$ cat src/rtl/counter_scheduler.sv
// Round-robin time-sharing of one up-counter between NREQ requesters.
// Each owner counts len+1 cycles, then receives a one-cycle done pulse.
module counter_scheduler #(
  parameter int NREQ = 4,
  parameter int CW   = 8
) (
  input  logic              clk,
  input  logic              rst,
  input  logic              ena,
  input  logic [NREQ-1:0]   req,
  input  logic [NREQ*CW-1:0] len,
  output logic [NREQ-1:0]   grant,
  output logic              busy,
  output logic [CW-1:0]     count,
  output logic [NREQ-1:0]   done
);

  localparam int IW = (NREQ > 1) ? $clog2(NREQ) : 1;

  localparam logic [1:0] S_IDLE = 2'd0;
  localparam logic [1:0] S_RUN  = 2'd1;
  localparam logic [1:0] S_DONE = 2'd2;

  logic [1:0]      state_q, state_d;
  logic [NREQ-1:0] grant_q, grant_d;
  logic [NREQ-1:0] done_q, done_d;
  logic [CW-1:0]   count_q, count_d;
  logic [CW-1:0]   len_q, len_d;
  logic [IW-1:0]   owner_q, owner_d;
  logic [IW-1:0]   ptr_q, ptr_d;

  logic            pick_valid;
  logic [IW-1:0]   pick_idx;
  logic [IW-1:0]   next_ptr;

  // First requester at or after the rr pointer, searching upward with wrap.
  always_comb begin
    pick_valid = 1'b0;
    pick_idx   = '0;
    for (int k = 0; k < NREQ; k++) begin
      if (!pick_valid && req[(int'(ptr_q) + k) % NREQ]) begin
        pick_valid = 1'b1;
        pick_idx   = IW'((int'(ptr_q) + k) % NREQ);
      end
    end
  end

  assign next_ptr = (owner_q == IW'(NREQ - 1)) ? '0 : owner_q + IW'(1);

  always_comb begin
    state_d = state_q;
    grant_d = grant_q;
    count_d = count_q;
    len_d   = len_q;
    owner_d = owner_q;
    ptr_d   = ptr_q;
    done_d  = '0;
    case (state_q)
      S_IDLE: begin
        if (pick_valid) begin
          state_d = S_RUN;
          grant_d = NREQ'(1) << pick_idx;
          owner_d = pick_idx;
          len_d   = len[int'(pick_idx)*CW +: CW];
          count_d = '0;
        end
      end
      S_RUN: begin
        // Abort has priority over completion when both hit in one cycle.
        if (!req[owner_q]) begin
          state_d = S_IDLE;
          grant_d = '0;
          count_d = '0;
          ptr_d   = next_ptr;
        end else if (count_q == len_q) begin
          state_d = S_DONE;
          grant_d = '0;
          done_d  = grant_q;
        end else if (ena) begin
          count_d = count_q + CW'(1);
        end
      end
      S_DONE: begin
        state_d = S_IDLE;
        ptr_d   = next_ptr;
      end
      default: begin
        state_d = S_IDLE;
        grant_d = '0;
        count_d = '0;
      end
    endcase
  end

  always_ff @(posedge clk or posedge rst) begin
    if (rst) begin
      state_q <= S_IDLE;
      grant_q <= '0;
      done_q  <= '0;
      count_q <= '0;
      len_q   <= '0;
      owner_q <= '0;
      ptr_q   <= '0;
    end else begin
      state_q <= state_d;
      grant_q <= grant_d;
      done_q  <= done_d;
      count_q <= count_d;
      len_q   <= len_d;
      owner_q <= owner_d;
      ptr_q   <= ptr_d;
    end
  end

  assign grant = grant_q;
  assign done  = done_q;
  assign count = count_q;
  assign busy  = (state_q == S_RUN) || (state_q == S_DONE);

endmodule

$ cat config.mk
export PLATFORM = sky130hd
export DESIGN_NAME = counter_scheduler
export DESIGN_NICKNAME = d
export VERILOG_FILES = /design/src/rtl/counter_scheduler.sv
export SDC_FILE = /design/constraint.sdc
export NUM_CORES = 1
export LEC_CHECK = 0
export CAP_MARGIN = 20
export CORE_ASPECT_RATIO = 0.75
export CORE_MARGIN = 2
export CORE_UTILIZATION = 40
export DETAILED_ROUTE_END_ITERATION = 16
export DONT_BUFFER_PORTS = 1
export GPL_ROUTABILITY_DRIVEN = 0
export PLACE_DENSITY = 0.65
export SETUP_SLACK_MARGIN = 0.3
export SLEW_MARGIN = 20
export SYNTH_ARGS = -nofsm -noshare
export SYNTH_HDL_FRONTEND = slang
export SYNTH_SLANG_ARGS = --single-unit
$ cat constraint.sdc
create_clock -name clk -period 2.7 [get_ports clk]
set_clock_uncertainty 0.2 [all_clocks]
set_input_delay 0.54 -clock clk [delete_from_list [all_inputs] [get_ports clk]]
set_output_delay 0.54 -clock clk [all_outputs]
set_load 0.02 [all_outputs]
==> flow_summary.ini, run 1 <==
[run_status]
status = complete, no violations

[yosys]
syn_avg_cell_area_sq_um = 10.3
yosysWarnings = 0
synth.area.top_cells = dfrtp_1, mux2i_1, nand2_1
yosysMostFrequentCell = dfrtp_1
ys_ff_latch = 30
synthTopCellsByCount = dfrtp_1, nand2_1, mux2i_1
synth_top_area_share = 0.418
yosys.area.top_type = dfrtp_1
synth-async-reset-ratio = 1.00
synth_edf_count = 0
ys_seq_area_frac = 0.418
synth_nets = 218
netlist_area_sq_mm = 0.00179
synth_ff_type = dfrtp_1
synthCells = 174
ys_types = 48

[placed_design]
port_buffers = 0
placed_cells = 227
hpwl_microns = 3290

[clocking]
numCtsBuffers = 5
clock_latency_ns = 0.28
cts_root_buf = clkbuf_8
htree_levels = 2
cts.sinks = 30
cts_tree = yes
path_clk_slew_ns = 0.07
clk_path_buf_depth = 2
cts_setup_buffers = 0

[sta]
timing.final.crit_share = 0.796
rsz0062_at_grt = false
tightest_slew_ns = 0.542
final-max-slew-violation-count = 0
period_needed_ns = 2.15
fmax_ghz = 0.465
hold_viol = 0
setup_viol = 0
fin_setup_tns_ns = 0
relSlewSlack = 0.639

[worst_setup_path]
path_cells = inv_1, ha_1, a21oi_1, nand4_1, a211oi_2, mux2i_1
crit_slowest_cell = a21oi_1
cp_data_required_time_ns = 2.70
critPathArrivalTime_ns = 2.15
cpPeakStageDelay_ns = 0.47
crit_fanout = 7
start_kind = flop
crit_path_end_kind = flop
critPathKind = reg -> reg

[routing]
wire_per_inst_microns = 18.6
viasPerCell = 6.20
drc = 0
drt-initial-drc-count = 94
firstDrtPassIters = 4
wirelength_microns = 4370
num_vias = 1456
ant_nets = 0

[floorplan]
initial_core_util = 0.409
num_rows = 21
dieHeight_microns = 62
coreArea_sq_mm = 0.00439
die_w_microns = 81.3
ios = 56
dieArea_sq_mm = 0.00504

[global_routing]
globalRouteTotalUtil = 0.183
grt_pass1_wl_microns = 6850
grt_antenna_before_repair = 0
grt_max_degree = 31
grt-ovfl-total = 0
grt_pass1_vias = 1430

[cells_and_area]
final.fill_count = 404
drive_above_1_share = 0.107
fin_cells = 235
num_antenna_cells = 0
syn2layout_area_growth_pct = 7.95
nets = 221

[run]
cap_violations = 0

[power_and_ir_drop]
p_leak_nw = 0.888
p_per_area_mw_per_mm2 = 987
ir_drop_v = 0.000361

[worst_hold_path]
hp-class = in -> async
stage by stage:
stage	hold slack [ns]	worst slack (ns)	instance area, sq um	util	power (mW)
after floorplan	0.275	0.707	1790	-	1.39
after global placement	0.299	0.565	1840	0.420	1.50
after detailed placement	0.301	0.553	1840	0.420	1.55
after CTS	0.0396	0.555	1930	0.441	1.92
after global routing	0.0569	0.462	1940	0.441	2.04
final	0.0293	0.551	1940	0.441	1.91
layout by cell type, fill, tap and decap left out, types with 3 or more instances in the layout:
| master | n |
|---|---|
| nand2b_1 | 3 |
| a211o_1 | 3 |
| nand3_1 | 5 |
| nand2_1 | 24 |
| o211ai_1 | 3 |
| clkbuf_8 | 6 |
| nand4_1 | 3 |
| o221ai_1 | 8 |
| o2bb2ai_1 | 4 |
| xnor2_1 | 8 |
| and3_1 | 6 |
| a21oi_1 | 5 |
| mux2i_1 | 17 |
| dfrtp_1 | 30 |
| inv_1 | 6 |
| ha_1 | 5 |
repair_timing:
| action | 4_1_cts | 5_1_grt |
|---|---|---|
| resized for setup | 0 | 1 |
| endpoints found under the setup margin | 0 | 2 |
| hold buffers | 0 | 0 |
| endpoints found under the hold margin | 0 | 0 |
state kept, by name, indices dropped and copies added (netlist names):
name     flops
owner_q      2
state_q      2
grant        4
len_q        8
done         4
ptr_q        2
count        8
power breakdown:
| part | switching, mW | internal [mW] |
|---|---|---|
| clock | 0.164 | 0.205 |
| sequential | 0.164 | 0.582 |
| combinational | 0.467 | 0.330 |
area by class of cell:
cell class / count / area, sq um / area share
timing repair buffer: 2 / 15.0 / 0.00775
inverter: 6 / 22.5 / 0.0116
tap: 57 / 71.3 / 0.0368
clock buffer: 7 / 86.3 / 0.0446
clock inverter: 1 / 5.00 / 0.00258
multi-input combinational: 132 / 986 / 0.509
sequential: 30 / 751 / 0.388
worst paths after layout:
kind,slack (ns),to,cells past startpoint,from
hold / removal,0.03,len_q[6]$_DFFE_PP0P_,2,rst
setup / recovery,0.55,count[5]$_DFFE_PP0P_,6,state_q[1]$_DFFE_PP0P_
min in group clk,0.28,count[2]$_DFFE_PP0P_,2,ena
max in group asynchronous,1.98,count[4]$_DFFE_PP0P_,2,rst
hold reg to reg,0.32,len_q[4]$_DFFE_PP0P_,2,len_q[4]$_DFFE_PP0P_
setup reg to reg,0.55,count[5]$_DFFE_PP0P_,6,state_q[1]$_DFFE_PP0P_
worst max-delay path: cells and delay by family (launching register included):
kind	cells	cell delay, ns
fa+ha+maj	1	0.26
compound gates	2	0.72
buf+inv	1	0.08
mux	1	0.20
simple gates	1	0.21
flops	1	0.39
cells by family after synthesis:
group                      Yosys count  synth area share
xor gates and xnor gates             8            0.0391
AOI/OAI and AO/OA                   43             0.189
buffers and inverters               12            0.0370
muxes                               20             0.120
adders and majority gates            5            0.0349
and+or+nand+nor                     56             0.162
DFF                                 30             0.418
layer usage:
| layer | GRT usage | vias up | share of wire |
|---|---|---|---|
| li1 | - | 667 | - |
| met1 | 0.238 | 698 | 0.44 |
| met3 | 0.0549 | 9 | 0.079 |
| met2 | 0.289 | 82 | 0.46 |
| met5 | 0 | - | 0 |
| met4 | 0.0751 | 0 | 0.019 |
No activity file was read; power rests on OpenSTA's default activity.
==> run 2: changes to the inputs <==
- ABC_AREA: default -> 1
- PLACE_DENSITY: 0.65 -> 0.67
- clock period: 2.7 -> 1.8 ns (I/O delays scaled with it)
==> run 2 against run 1 <==
The flow now finishes with violations (setup timing); final area increased by 59%; sequential share of layout area decreased by 14 points; hold slack improved by 0.16 ns; clock-buffer cell count unchanged; register-to-register slack got worse by 0.93 ns; global-route usage increased by 1.4 points; first-iteration DRC count decreased by 11%; flip-flop and latch count unchanged.
==> flow_summary.ini, run 2 <==
[run_status]
status = finished, violations left
violations = setup timing

[cells_and_area]
fin_cells = 438
drive_above_1_share = 0.397
nets = 406
final_cell_mix = nand2_1, buf_4, nand2_2
final_common_cell = nand2_1
num_antenna_cells = 0
syn2layout_area_growth_pct = 43.8

[sta]
timing.final.crit_share = 1.21
tightest_slew_ns = 0.385
setup_viol = 24
rsz0062_at_grt = true
final-max-slew-violation-count = 0
hold_viol = 0
period_needed_ns = 2.18
relSlewSlack = 0.743
fin_ws_ns = -0.383
fin_setup_tns_ns = -6.57
fmax_ghz = 0.458

[yosys]
syn_avg_cell_area_sq_um = 6.86
synth.area.top_cells = dfrtp_1, nand2_1, nand3_1
yosysMostFrequentCell = nand2_1
synthTopCellsByCount = nand2_1, dfrtp_1, nand3_1
ys_ff_latch = 30
synthCells = 312
ys_seq_area_frac = 0.351
ys_types = 27
yosys.area.top_type = dfrtp_1
synth_edf_count = 0
synth_nets = 356
synth-async-reset-ratio = 1.00
synth_ff_type = dfrtp_1
netlist_area_sq_mm = 0.00214
synth_top_area_share = 0.351
yosysWarnings = 0

[run]
cap_violations = 0

[global_routing]
grt-ovfl-total = 0
grt_antenna_before_repair = 0
grt_max_degree = 31
grt_pass1_vias = 1960
grt_pass1_wl_microns = 9090
globalRouteTotalUtil = 0.197

[placed_design]
port_buffers = 0
hpwl_microns = 4090
placed_cells = 411

[routing]
num_vias = 2238
wire_per_inst_microns = 14.9
drc = 0
drt-initial-drc-count = 84
viasPerCell = 5.11
wirelength_microns = 6530
ant_nets = 0
firstDrtPassIters = 4

[clocking]
cts_root_buf = clkbuf_8
numCtsBuffers = 5
cts.sinks = 30
path_clk_slew_ns = 0.07
htree_levels = 2
clk_path_buf_depth = 2
cts_tree = yes
clock_latency_ns = 0.29

[worst_setup_path]
cp_data_required_time_ns = 1.78
crit_fanout = 8
critPathArrivalTime_ns = 2.17
critPathKind = reg -> reg
crit_path_end_kind = flop
start_kind = flop

[worst_hold_path]
hp-class = in -> reg

[power_and_ir_drop]
p_leak_nw = 1.60
p_per_area_mw_per_mm2 = 2280
ir_drop_v = 0.00137

[floorplan]
num_rows = 23
coreArea_sq_mm = 0.00524
dieHeight_microns = 67.4
ios = 56
dieArea_sq_mm = 0.00596
die_w_microns = 88.5
initial_core_util = 0.409
==> run 2: changes by cell type in the layout (fill, tap and decap cells not counted), sizes merged, moves of 5 or more <==
cell    change
nand2     +128
mux2i      -17
o221ai      -8
inv        +14
xnor2       -8
buf        +45
nor2       +11
nand3      +24
nand4       +5
xor2       +11
and3        -6
o21ai      +12
==> run 2: worst max-delay path, cell delays in order, from the launching register on <==
cell,delay (ns)
dfrtp_2,0.44
buf_6,0.17
nand2_2,0.09
nand3_1,0.15
nand2_2,0.12
a21oi_4,0.21
nand2_8,0.14
clkbuf_16,0.20
nand3_2,0.07
nand2_1,0.06
nand2_1,0.07
nand2_1,0.05
nand2_1,0.05
nand2_1,0.04
==> run 2: logic make-up (layout without fill, tap and decap cells) <==
family                     after synthesis  after routing  synth area share
and+or+nand+nor                        208            210             0.434
buffers and inverters                   32             81            0.0742
DFF                                     30             30             0.351
AOI/OAI and AO/OA                       26             26            0.0672
xor gates and xnor gates                11             11            0.0450
adders and majority gates                5              5            0.0292
==> run 2: power by group <==
group          switching [mW]  internal (mW)
clock                   0.259          0.308
combinational            3.05           2.31
sequential              0.213          0.889
total                    3.52           3.51
==> run 2: final timing paths <==
kind | startpoint | endpoint | slack, ns | cells past startpoint
hold / removal | len[6] | len_q[6]$_DFFE_PP0P_ | 0.19 | 6
max in group asynchronous | rst | count[2]$_DFFE_PP0P_ | 0.71 | 3
hold reg to reg | len_q[1]$_DFFE_PP0P_ | len_q[1]$_DFFE_PP0P_ | 0.30 | 2
min in group asynchronous | rst | state_q[1]$_DFFE_PP0P_ | 0.38 | 3
setup / recovery | ptr_q[0]$_DFFE_PP0P_ | len_q[7]$_DFFE_PP0P_ | -0.38 | 13
setup reg to reg | ptr_q[0]$_DFFE_PP0P_ | len_q[7]$_DFFE_PP0P_ | -0.38 | 13
==> run 2: final cells by class <==
class	instances	area, sq um
timing repair buffer	52	522
tap	75	93.8
multi-input combinational	252	1530
sequential	30	756
inverter	21	86.3
clock inverter	1	5.00
clock buffer	7	86.3
fill	485	2160
==> run 2: through the flow <==
| step | worst slack [ns] | total power [mW] | utilization | instance area, sq um | hold WS, ns |
|---|---|---|---|---|---|
| after floorplan | -0.0813 | 3.79 | - | 2190 | 0.251 |
| after global placement | -0.166 | 4.66 | 0.468 | 2450 | 0.152 |
| after detailed placement | -0.252 | 4.73 | 0.468 | 2450 | 0.150 |
| after CTS | -0.214 | 5.74 | 0.517 | 2710 | 0.156 |
| after global routing | -0.489 | 7.58 | 0.588 | 3080 | 0.210 |
| final | -0.383 | 7.03 | 0.588 | 3080 | 0.191 |
==> run 2: routing by layer <==
metal	GRT usage	wire length [microns]	vias up	share of wire
li1	-	-	1098	-
met1	0.284	2920	1050	0.45
met2	0.289	3080	80	0.47
met3	0.0379	412	10	0.063
met4	0.0758	116	0	0.018
met5	0	0	-	0
==> run 2: timing repair <==
| item | CTS | global route |
|---|---|---|
| setup buffers | 8 | 4 |
| pin swaps | 5 | 51 |
| hold buffers | 1 | 0 |
| cloned | 0 | 6 |
| gates resized for setup | 29 | 49 |
| endpoints found under the setup margin | 30 | 31 |
| endpoints found under the hold margin | 30 | 0 |
==> run 3: changes to the inputs <==
- GPL_TIMING_DRIVEN: default -> 0
- PLACE_DENSITY: 0.67 -> 0.65
- clock period: 1.8 -> 2.09 ns (I/O delays scaled with it)
==> run 3 against run 2 <==
Cell count shrank 4.3%; combinational power is 21% lower; core utilization is 4.6 points lower; clock-buffer cell count stayed put; clock power shrank 15%; via count decreased by 5.2%; register-to-register slack better by 0.38 ns; the run still ends with setup timing left; critical endpoint is now len_q[6]$_DFFE_PP0P_; highest routed layer unchanged; sequential share of layout area up 2.1 points.
==> flow_summary.ini, run 3 (synthesis gave the netlist of run 2 again) <==
[routing]
drc = 0
num_vias = 2121
viasPerCell = 5.06
firstDrtPassIters = 4
wirelength_microns = 5750
drt-initial-drc-count = 99
ant_nets = 0
wire_per_inst_microns = 13.7

[cells_and_area]
design_area_sq_mm = 0.00284
drive_above_1_share = 0.358
multi_input_area_sq_mm = 0.00146
seqCellArea_sq_um = 756
syn2layout_area_growth_pct = 32.5
final_core_util = 0.542
final.fill_count = 483
final_cell_mix = nand2_1, nand2_2, dfrtp_1
nets = 387
final_common_cell = nand2_1
num_antenna_cells = 0

[worst_setup_path]
crit_start = ptr_q[0]$_DFFE_PP0P_
start_kind = flop
regToRegStartpoint = ptr_q[0]$_DFFE_PP0P_
cpPeakStageDelay_ns = 0.46
cp_data_required_time_ns = 2.06
crit_slowest_cell = dfrtp_2
crit_path_end_kind = flop
path_cells = buf_6, nand2_2, nand2_2, nand2_2, nand2_4, a21oi_2, nand2_2, buf_4, nand3_2, nand2_1, nand2_1, nand2_1, nand2_1, nand2_1
crit_fanout = 10
cpMostUsedCell = nand2_1
critPathArrivalTime_ns = 2.07
critPathKind = reg -> reg

[global_routing]
globalRouteTotalUtil = 0.197
grt-ovfl-total = 0
grt_pass1_wl_microns = 9210
grt_antenna_before_repair = 0
grt_pass1_vias = 2006
grt_max_degree = 31

[clocking]
cts_tree = yes
cts.sinks = 30
path_clk_slew_ns = 0.06
numCtsBuffers = 5
htree_levels = 2
cts_root_buf = clkbuf_8
clk_path_buf_depth = 2
clock_latency_ns = 0.28

[floorplan]
dieHeight_microns = 67.4
dieArea_sq_mm = 0.00596
coreArea_sq_mm = 0.00524
die_w_microns = 88.5
initial_core_util = 0.409
ios = 56
num_rows = 23

[power_and_ir_drop]
p_per_area_mw_per_mm2 = 2010
p_leak_nw = 1.46
ir_drop_v = 0.00132

[worst_hold_path]
hp-class = in -> reg
holdCritStartpoint = len[5]

[sta]
rsz0062_at_grt = true
fin_setup_tns_ns = -0.00785
tightest_slew_ns = 0.636
hold_viol = 0
fmax_ghz = 0.477
fin_ws_ns = -0.00785
final-max-slew-violation-count = 0
timing.final.crit_share = 1.00
period_needed_ns = 2.10
relSlewSlack = 0.575
setup_viol = 1

[placed_design]
post-place-ws_ns = 0.000607
dpl-instance-area_sq_mm = 0.00226
port_buffers = 0
hpwl_microns = 3790

[run_status]
status = finished, violations left
violations = setup timing

[run]
cap_violations = 0
==> run 3: layout make-up <==
type / instances / area share
inverter: 21 / 0.0304
sequential: 30 / 0.266
timing repair buffer: 24 / 0.0825
multi-input combinational: 250 / 0.514
buffer: 11 / 0.0415
tap: 75 / 0.0331
clock inverter: 1 / 0.00176
clock buffer: 7 / 0.0304
==> run 3: repair_timing <==
| item | 4_1_cts | 5_1_grt |
|---|---|---|
| endpoints found under the hold margin | 30 | 0 |
| endpoints found under the setup margin | 24 | 25 |
| hold buffers | 1 | 0 |
| cloned | 4 | 0 |
| buffers inserted | 18 | 1 |
| resized for setup | 56 | 33 |
| pin swaps | 7 | 29 |
==> run 3: layer usage <==
metal  GRT usage  share of wire
met1       0.273           0.46
met4      0.0436          0.019
met3      0.0391          0.058
met5           0              0
met2       0.321           0.46
==> run 3: power breakdown <==
part	leakage, nW	internal [mW]	total [mW]	switching (mW)
clock network	0.0482	0.265	0.480	0.215
registers	0.388	0.765	0.981	0.216
logic	1.03	1.86	4.24	2.38
total	1.46	2.89	5.70	2.81
==> run 3: worst max-delay path, delay by kind of cell (launching register included) <==
kind	cells	cell delay, ns
AOI/OAI and AO/OA	1	0.14
buffers and inverters	2	0.37
DFF	1	0.46
and+or+nand+nor	11	0.80
==> run 3: final timing paths <==
| check | cells past startpoint | to | slack, ns |
|---|---|---|---|
| worst max-delay path | 14 | len_q[6]$_DFFE_PP0P_ | -0.008 |
| worst min-delay path | 6 | len_q[5]$_DFFE_PP0P_ | 0.24 |
| worst max register to register | 14 | len_q[6]$_DFFE_PP0P_ | -0.008 |
| worst min register to register | 2 | len_q[0]$_DFFE_PP0P_ | 0.30 |
| max in group asynchronous | 2 | ptr_q[1]$_DFFE_PP0P_ | 0.76 |
| min in group asynchronous | 2 | count[7]$_DFFE_PP0P_ | 0.48 |
==> run 3: metrics by stage <==
| stage | hold slack, ns | instances | power, mW |
|---|---|---|---|
| 5_1_grt | 0.270 | 419 | 6.20 |
| 3_5_place_dp | 0.224 | 387 | 3.79 |
| 6_report | 0.237 | 419 | 5.70 |
| 2_1_floorplan | 0.268 | 312 | 3.22 |
| 3_3_place_gp | 0.292 | 387 | 3.75 |
| 4_1_cts | 0.229 | 418 | 5.29 |
